File: src/rtl/cpu_pkg.sv
// Shared definitions for the memory-side blocks: address width, access-size
// encodings, arbiter state encoding and the access-size decoder.
package cpu_pkg;

  localparam int ADDR_W = 17;

  localparam logic [1:0] SZ_B = 2'b00;
  localparam logic [1:0] SZ_H = 2'b01;
  localparam logic [1:0] SZ_W = 2'b10;

  typedef enum logic [1:0] {
    ARB_IDLE   = 2'd0,
    ARB_IC_RD  = 2'd1,
    ARB_LSB_RD = 2'd2,
    ARB_LSB_WR = 2'd3
  } arb_state_t;

  // Encoding 11 is not a legal size and is handled as a word.
  function automatic logic [2:0] size_to_bytes(input logic [1:0] size);
    logic [2:0] n;
    case (size)
      SZ_B:    n = 3'd1;
      SZ_H:    n = 3'd2;
      SZ_W:    n = 3'd4;
      default: n = 3'd4;
    endcase
    return n;
  endfunction

endpackage

File: src/rtl/mem_byte_seq.sv
// Byte sequencer for one RAM access: counter, wrapping address, stall hold,
// write-data byte select and read-byte capture.
module mem_byte_seq #(
  parameter int MAX_BYTES = 4,
  parameter int ADDR_W    = 17,
  parameter int CNT_W     = 3
) (
  input  logic                   clk,
  input  logic                   rst,
  input  logic                   start,
  input  logic [ADDR_W-1:0]      base,
  input  logic [CNT_W-1:0]       nbytes,
  input  logic                   run,
  input  logic                   wr,
  input  logic                   stall,
  input  logic [31:0]            wdata,
  input  logic [7:0]             mem_din,
  output logic [ADDR_W-1:0]      mem_a,
  output logic [7:0]             mem_dout,
  output logic                   mem_wr,
  output logic                   last,
  output logic [8*MAX_BYTES-1:0] cap_data
);

  logic [ADDR_W-1:0]      base_r;
  logic [CNT_W-1:0]       n_r;
  logic [CNT_W-1:0]       cnt_r;
  logic [8*MAX_BYTES-1:0] buf_r;
  logic [8*MAX_BYTES-1:0] buf_nx_s;
  logic                   issue_s;
  logic                   cap_s;

  // Address/data drive and capture of the byte returned for the previous address.
  always_comb begin
    issue_s  = run && (cnt_r < n_r);
    cap_s    = run && !wr && (cnt_r != '0);
    buf_nx_s = buf_r;
    for (int i = 0; i < MAX_BYTES; i++) begin
      if (cap_s && (cnt_r == CNT_W'(i + 1))) begin
        buf_nx_s[8*i +: 8] = mem_din;
      end else begin
        buf_nx_s[8*i +: 8] = buf_r[8*i +: 8];
      end
    end
    if (issue_s) begin
      mem_a = base_r + ADDR_W'(cnt_r);
    end else begin
      mem_a = '0;
    end
    if (issue_s && wr) begin
      mem_dout = wdata[{cnt_r[1:0], 3'b000} +: 8];
    end else begin
      mem_dout = 8'h00;
    end
    mem_wr = issue_s && wr && !stall;
    // Writes finish on the last accepted byte; reads one cycle later on its capture.
    if (wr) begin
      last = issue_s && !stall && (cnt_r == (n_r - CNT_W'(1)));
    end else begin
      last = run && (cnt_r == n_r);
    end
    cap_data = buf_nx_s;
  end

  // Access parameters are latched at grant; the counter holds while a write stalls.
  always_ff @(posedge clk) begin
    if (!rst) begin
      base_r <= '0;
      n_r    <= '0;
      cnt_r  <= '0;
      buf_r  <= '0;
    end else if (start) begin
      base_r <= base;
      n_r    <= nbytes;
      cnt_r  <= '0;
      buf_r  <= '0;
    end else if (run) begin
      if (!wr || !stall) begin
        cnt_r <= cnt_r + CNT_W'(1);
      end
      buf_r <= buf_nx_s;
    end
  end

endmodule

File: src/rtl/mem_arbiter.sv
// Single-port RAM arbiter between icache refill and the load/store buffer,
// with round-robin grant, flush abort of reads and registered done pulses.
module mem_arbiter #(
  parameter int LINE_BYTES = 4,
  parameter int ADDR_W     = cpu_pkg::ADDR_W
) (
  input  logic                    clk,
  input  logic                    rst,
  input  logic                    flush,
  input  logic                    wr_stall,
  input  logic                    ic_req,
  input  logic [ADDR_W-1:0]       ic_addr,
  output logic                    ic_done,
  output logic [8*LINE_BYTES-1:0] ic_data,
  input  logic                    lsb_req,
  input  logic                    lsb_we,
  input  logic [1:0]              lsb_size,
  input  logic [ADDR_W-1:0]       lsb_addr,
  input  logic [31:0]             lsb_wdata,
  output logic                    lsb_done,
  output logic [31:0]             lsb_rdata,
  output logic [ADDR_W-1:0]       mem_a,
  output logic [7:0]              mem_dout,
  output logic                    mem_wr,
  input  logic [7:0]              mem_din
);

  import cpu_pkg::*;

  localparam int MAX_BYTES = (LINE_BYTES > 4) ? LINE_BYTES : 4;
  localparam int CNT_W     = $clog2(MAX_BYTES + 1);

  arb_state_t             state_r;
  arb_state_t             state_nx_s;
  logic                   last_ic_r;
  logic                   last_ic_nx_s;
  logic                   ic_ok_s;
  logic                   lsb_ok_s;
  logic                   start_s;
  logic [ADDR_W-1:0]      base_s;
  logic [CNT_W-1:0]       nbytes_s;
  logic                   run_s;
  logic                   wr_s;
  logic                   last_s;
  logic                   ic_fin_s;
  logic                   lsb_fin_s;
  logic                   lsb_rd_fin_s;
  logic [8*MAX_BYTES-1:0] cap_s;
  logic                   ic_done_r;
  logic                   lsb_done_r;
  logic [8*LINE_BYTES-1:0] ic_data_r;
  logic [31:0]            lsb_rdata_r;

  assign run_s     = (state_r != ARB_IDLE);
  assign wr_s      = (state_r == ARB_LSB_WR);
  assign ic_done   = ic_done_r;
  assign lsb_done  = lsb_done_r;
  assign ic_data   = ic_data_r;
  assign lsb_rdata = lsb_rdata_r;

  mem_byte_seq #(
    .MAX_BYTES (MAX_BYTES),
    .ADDR_W    (ADDR_W),
    .CNT_W     (CNT_W)
  ) u_seq (
    .clk      (clk),
    .rst      (rst),
    .start    (start_s),
    .base     (base_s),
    .nbytes   (nbytes_s),
    .run      (run_s),
    .wr       (wr_s),
    .stall    (wr_stall),
    .wdata    (lsb_wdata),
    .mem_din  (mem_din),
    .mem_a    (mem_a),
    .mem_dout (mem_dout),
    .mem_wr   (mem_wr),
    .last     (last_s),
    .cap_data (cap_s)
  );

  // Arbitration and next-state; a requester whose done is showing is still holding req.
  always_comb begin
    ic_ok_s      = ic_req && !ic_done_r;
    lsb_ok_s     = lsb_req && !lsb_done_r;
    state_nx_s   = state_r;
    last_ic_nx_s = last_ic_r;
    start_s      = 1'b0;
    base_s       = '0;
    nbytes_s     = '0;
    case (state_r)
      ARB_IDLE: begin
        if (flush) begin
          state_nx_s = ARB_IDLE;
        end else if (ic_ok_s && (!lsb_ok_s || !last_ic_r)) begin
          state_nx_s   = ARB_IC_RD;
          last_ic_nx_s = 1'b1;
          start_s      = 1'b1;
          base_s       = ic_addr;
          nbytes_s     = CNT_W'(LINE_BYTES);
        end else if (lsb_ok_s) begin
          state_nx_s   = lsb_we ? ARB_LSB_WR : ARB_LSB_RD;
          last_ic_nx_s = 1'b0;
          start_s      = 1'b1;
          base_s       = lsb_addr;
          nbytes_s     = CNT_W'(size_to_bytes(lsb_size));
        end else begin
          state_nx_s = ARB_IDLE;
        end
      end
      ARB_IC_RD, ARB_LSB_RD: begin
        if (flush || last_s) begin
          state_nx_s = ARB_IDLE;
        end else begin
          state_nx_s = state_r;
        end
      end
      ARB_LSB_WR: begin
        // Stores are committed, so flush does not cut them short.
        if (last_s) begin
          state_nx_s = ARB_IDLE;
        end else begin
          state_nx_s = ARB_LSB_WR;
        end
      end
      default: state_nx_s = ARB_IDLE;
    endcase
    ic_fin_s     = (state_r == ARB_IC_RD) && last_s && !flush;
    lsb_rd_fin_s = (state_r == ARB_LSB_RD) && last_s && !flush;
    lsb_fin_s    = lsb_rd_fin_s || ((state_r == ARB_LSB_WR) && last_s);
  end

  // State and round-robin history.
  always_ff @(posedge clk) begin
    if (!rst) begin
      state_r   <= ARB_IDLE;
      last_ic_r <= 1'b0;
    end else begin
      state_r   <= state_nx_s;
      last_ic_r <= last_ic_nx_s;
    end
  end

  // Done pulses and returned data, loaded together with the final captured byte.
  always_ff @(posedge clk) begin
    if (!rst) begin
      ic_done_r   <= 1'b0;
      lsb_done_r  <= 1'b0;
      ic_data_r   <= '0;
      lsb_rdata_r <= 32'h0000_0000;
    end else begin
      ic_done_r  <= ic_fin_s;
      lsb_done_r <= lsb_fin_s;
      if (ic_fin_s) begin
        ic_data_r <= cap_s[8*LINE_BYTES-1:0];
      end
      if (lsb_rd_fin_s) begin
        lsb_rdata_r <= cap_s[31:0];
      end
    end
  end

endmodule
File: config.mk
export PLATFORM = sky130hd
export DESIGN_NAME = mem_arbiter
export DESIGN_NICKNAME = d
export VERILOG_FILES = /design/src/rtl/cpu_pkg.sv /design/src/rtl/mem_byte_seq.sv /design/src/rtl/mem_arbiter.sv
export SDC_FILE = /design/constraint.sdc
export NUM_CORES = 1
export LEC_CHECK = 0
export CORE_MARGIN = 5
export CORE_UTILIZATION = 35
export DETAILED_ROUTE_END_ITERATION = 10
export GPL_ROUTABILITY_DRIVEN = 0
export GPL_TIMING_DRIVEN = 0
export PLACE_DENSITY = 0.66
export SLEW_MARGIN = 15
export SYNTH_ARGS = -nofsm -noshare
export SYNTH_HDL_FRONTEND = slang
export SYNTH_SLANG_ARGS = --single-unit
File: constraint.sdc
create_clock -name clk -period 8.7 [get_ports clk]
set_input_delay 1.74 -clock clk [delete_from_list [all_inputs] [get_ports clk]]
set_output_delay 1.74 -clock clk [all_outputs]
set_load 0.02 [all_outputs]
==> results of run 1 <==
## layout make-up
cell class | count | area [um2] | share of cell area, %
multi-input combinational | 464 | 3260 | 37.7
sequential | 124 | 2480 | 28.7
timing repair buffer | 165 | 1650 | 19.1
clock buffer | 23 | 488 | 5.64
buffer | 64 | 305 | 3.53
tap | 225 | 282 | 3.25
clock inverter | 9 | 135 | 1.56
inverter | 13 | 48.8 | 0.564
## layer usage
layer | global-route usage, % | part of all wire [%] | vias to the layer above
met4 | 6.82 | 1.8 | 0
met3 | 4.57 | 6.1 | 26
li1 | - | - | 2760
met5 | 0 | 0 | -
met1 | 23.4 | 43 | 2661
met2 | 29.5 | 49 | 137
## Yosys cell counts (all sizes together), types with 3 or more instances
library cell | count | area share (%)
nand2b | 5 | 0.51
nor2 | 45 | 2.8
dfxtp | 124 | 41
and3 | 3 | 0.31
o221a | 64 | 12
a211oi | 3 | 0.37
nand3 | 6 | 0.49
ha | 16 | 3.3
nand2 | 105 | 6.5
or3 | 19 | 2.0
a21oi | 41 | 3.4
buf | 21 | 2.4
mux2i | 48 | 7.9
xnor2 | 9 | 1.3
and2 | 4 | 0.41
nor3 | 3 | 0.25
clkbuf | 43 | 2.6
xor2 | 7 | 1.0
nor2b | 15 | 1.5
mux4 | 8 | 3.0
o21ai | 40 | 3.3
inv | 13 | 0.80
## critical path: stages, from the launching register on
cell,delay (ns)
dfxtp_1,0.40
clkbuf_1,0.63
inv_1,0.20
ha_1,0.27
o21ai_1,0.56
clkbuf_1,0.40
nor2_1,0.10
clkdlybuf4s50_1,0.57
## sequential cells by signal, indices dropped and copies added (netlist names)
name / count
ic_data: 32
state_r: 2
u_seq.n_r: 3
lsb_done: 1
last_ic_r: 1
lsb_rdata: 32
u_seq.base_r: 17
u_seq.cnt_r: 3
u_seq.buf_r: 32
ic_done: 1
## metrics by stage
step / cells / hold WS, ns / util (%)
2_1_floorplan: 665 / 0.436 / -
4_1_cts: 1087 / 0.456 / 50.4
3_5_place_dp: 1055 / 0.448 / 46.7
3_3_place_gp: 1055 / 0.441 / 46.7
6_report: 1087 / 0.452 / 50.4
5_1_grt: 1087 / 0.477 / 50.4
## worst max path at each step
stage                               from           to  slack [ns]  cells after the start
after floorplan            lsb_wdata[24]  mem_dout[0]        4.59                      2
after global placement     lsb_wdata[29]  mem_dout[5]        3.62                      4
after detailed placement   lsb_wdata[29]  mem_dout[5]        3.61                      4
after CTS                 u_seq.cnt_r[0]    mem_a[15]        3.29                      7
after global routing      u_seq.cnt_r[0]    mem_a[10]        3.07                      7
final                     u_seq.cnt_r[0]    mem_a[15]        3.41                      7
## power by group through the flow
stage / logic, uW / clock network (uW) / registers, uW
after global placement: 245 / 0 / 620
after floorplan: 144 / 0 / 623
after detailed placement: 248 / 0 / 620
final: 249 / 737 / 608
after CTS: 250 / 748 / 608
after global routing: 274 / 779 / 611
## cells by family (layout without fill, tap and decap cells)
| logic type | after synthesis | after routing | synth area share [%] |
|---|---|---|---|
| simple gates | 214 | 214 | 15.9 |
| compound gates | 160 | 160 | 20.4 |
| flops | 124 | 124 | 40.7 |
| buf+inv | 77 | 274 | 5.81 |
| mux | 56 | 56 | 10.8 |
| fa+ha+maj | 17 | 17 | 3.61 |
| xor+xnor | 17 | 17 | 2.69 |
==> metrics.md, run 1 <==
| Metric | Value |
|---|---|
| Outcome | `finished clean` |
| DPL Wire Length | `13.7 mm` |
| Worst hold path depth | `2` |
| Most used DFF post-synth | `dfxtp_1` |
| Reg-to-reg endpoint | `ic_data[25]` |
| Clock buffer depth | `2` |
| Final instance area | `8650 um2` |
| Vias in the first global route | `5467` |
| Net Sw Frac | `26.0%` |
| CP startpoint kind | `flop` |
| Die height | `142 um` |
| Design Power | `1590 uW` |
| Drt initial violations | `411` |
| Fin. Hold Viols | `0` |
| DR WL/cell | `16.6 um` |
| Io pins | `175` |
| Core Area | `17200 um2` |
| Clock Pin Slew Worst Setup and Hold Paths | `0.05 ns` |
| Setup Skew | `0.0117 ns` |
| Net switching power | `415 uW` |
| DP Worst Slack | `3.61 ns` |
| Endpoint, Worst Hold | `u_seq.buf_r[27]` |
| Clock Latency Late Sink | `0.43 ns` |
| TritonCTS Buffers | `17` |
| EDFF count, synth | `0` |
| Area grow syn2layout | `42.0%` |
| Initial DRT Pass Iterations | `5` |
| Power Density | `184 nW/um2` |
| VDD IR max | `0.140 mV` |
| Worst setup path class | `flop to output pin` |
| Post-route ant nets | `0` |
| Syn_area_per_cell | `9.16 um2` |
| Vias | `5584` |
| FF+latch count, synth | `124` |
| TritonCTS Sinks | `124` |
| Largest net degree at the start of global routing | `17` |
| Slack of the worst reg-to-reg path | `5.38 ns` |
| Lkg Pwr | `0.00298 uW` |
| Syn Nets | `765` |
| Peak Freq | `189 MHz` |
| Leading cell types in the layout, fill and taps excluded | `165 x clkdlybuf4s50_1, 124 x dfxtp_1, 105 x nand2_1` |
| Clock root buffer | `clkbuf_16` |
| Synth unique cells | `41` |
| Via density | `5.14` |
| CTS H-tree depth | `4` |
| Worst-margin pin slew | `0.888 ns` |
| First-pass GRT wire length | `28.8 mm` |
| Mapped cell area | `6090 um2` |
| Synthesized instance count | `665` |
| Initial core utilization | `35.5%` |
| Part of the cycle the worst path needs | `60.8%` |
| Share of cells above drive strength 1 | `6.73%` |
| Worst Path Required | `6.96 ns` |
| Placed inst area | `8030 um2` |
| I/O Buffers | `165` |
| Combinational Power Share | `15.6%` |
| Worst R2R Start | `u_seq.cnt_r[0]` |
| Total track usage | `18.1%` |
| Share of synthesized flip-flops with an asynchronous set or reset | `0%` |
| Arr. time, crit path | `3.55 ns` |
| Worst relative slew slack | `39.9%` |
| # diodes | `0` |
| Seq pwr share | `38.1%` |
| Post-CTS Hold Buffers | `0` |
| Worst Hold Class | `flop to flop` |
| TNS Setup | `0 ns` |
| Final WL | `18.1 mm` |
| Initial antenna violation count | `0` |
| Worst setup EP type | `output pin` |
| Setup WS post-layout | `3.41 ns` |
| Die area | `20100 um2` |
| Clk pwr share | `46.3%` |
| Die X | `142 um` |
| Remaining Overflow, GRT | `0` |
| Filler cell count | `1668` |
| # Post-CTS Setup Buffers | `0` |
| Post-synthesis sequential area ratio | `40.7%` |
| # rows | `48` |
| Final nets | `949` |
| Setup violators final | `0` |
| RSZ-0062 raised after global routing | `no` |
| Hold path start | `u_seq.buf_r[27]` |
| Post-route DRC | `0` |
| Slew Viols, Final | `0` |
| MaxCap Viol Count | `0` |
| Fin crit period | `5.29 ns` |
| Yosys Warn Count | `0` |
| Most common cell after layout, fill and taps aside | `clkdlybuf4s50_1` |
| Pint | `1180 uW` |
| CTS tree | `built` |
| R2R cell count | `8` |
| Max FO, Critical Path | `10` |
| Post-cts sizing count | `0` |
Power figures use the tool's default switching activity.
==> run 2: changes to the inputs <==
Clock period 8.7 ns to 5 ns, I/O delays scaled along.
==> results of run 2 <==
Same layout as run 1 (identical final DEF). Status: finished clean.
Main changes from that run: setup slack after placement 3.61 ns -> 0.788 ns; setup slack after layout 3.41 ns -> 0.451 ns; register-to-register setup slack 5.38 ns -> 1.68 ns; total power 1590 uW -> 2770 uW; worst IR drop on VDD 0.140 mV -> 0.244 mV
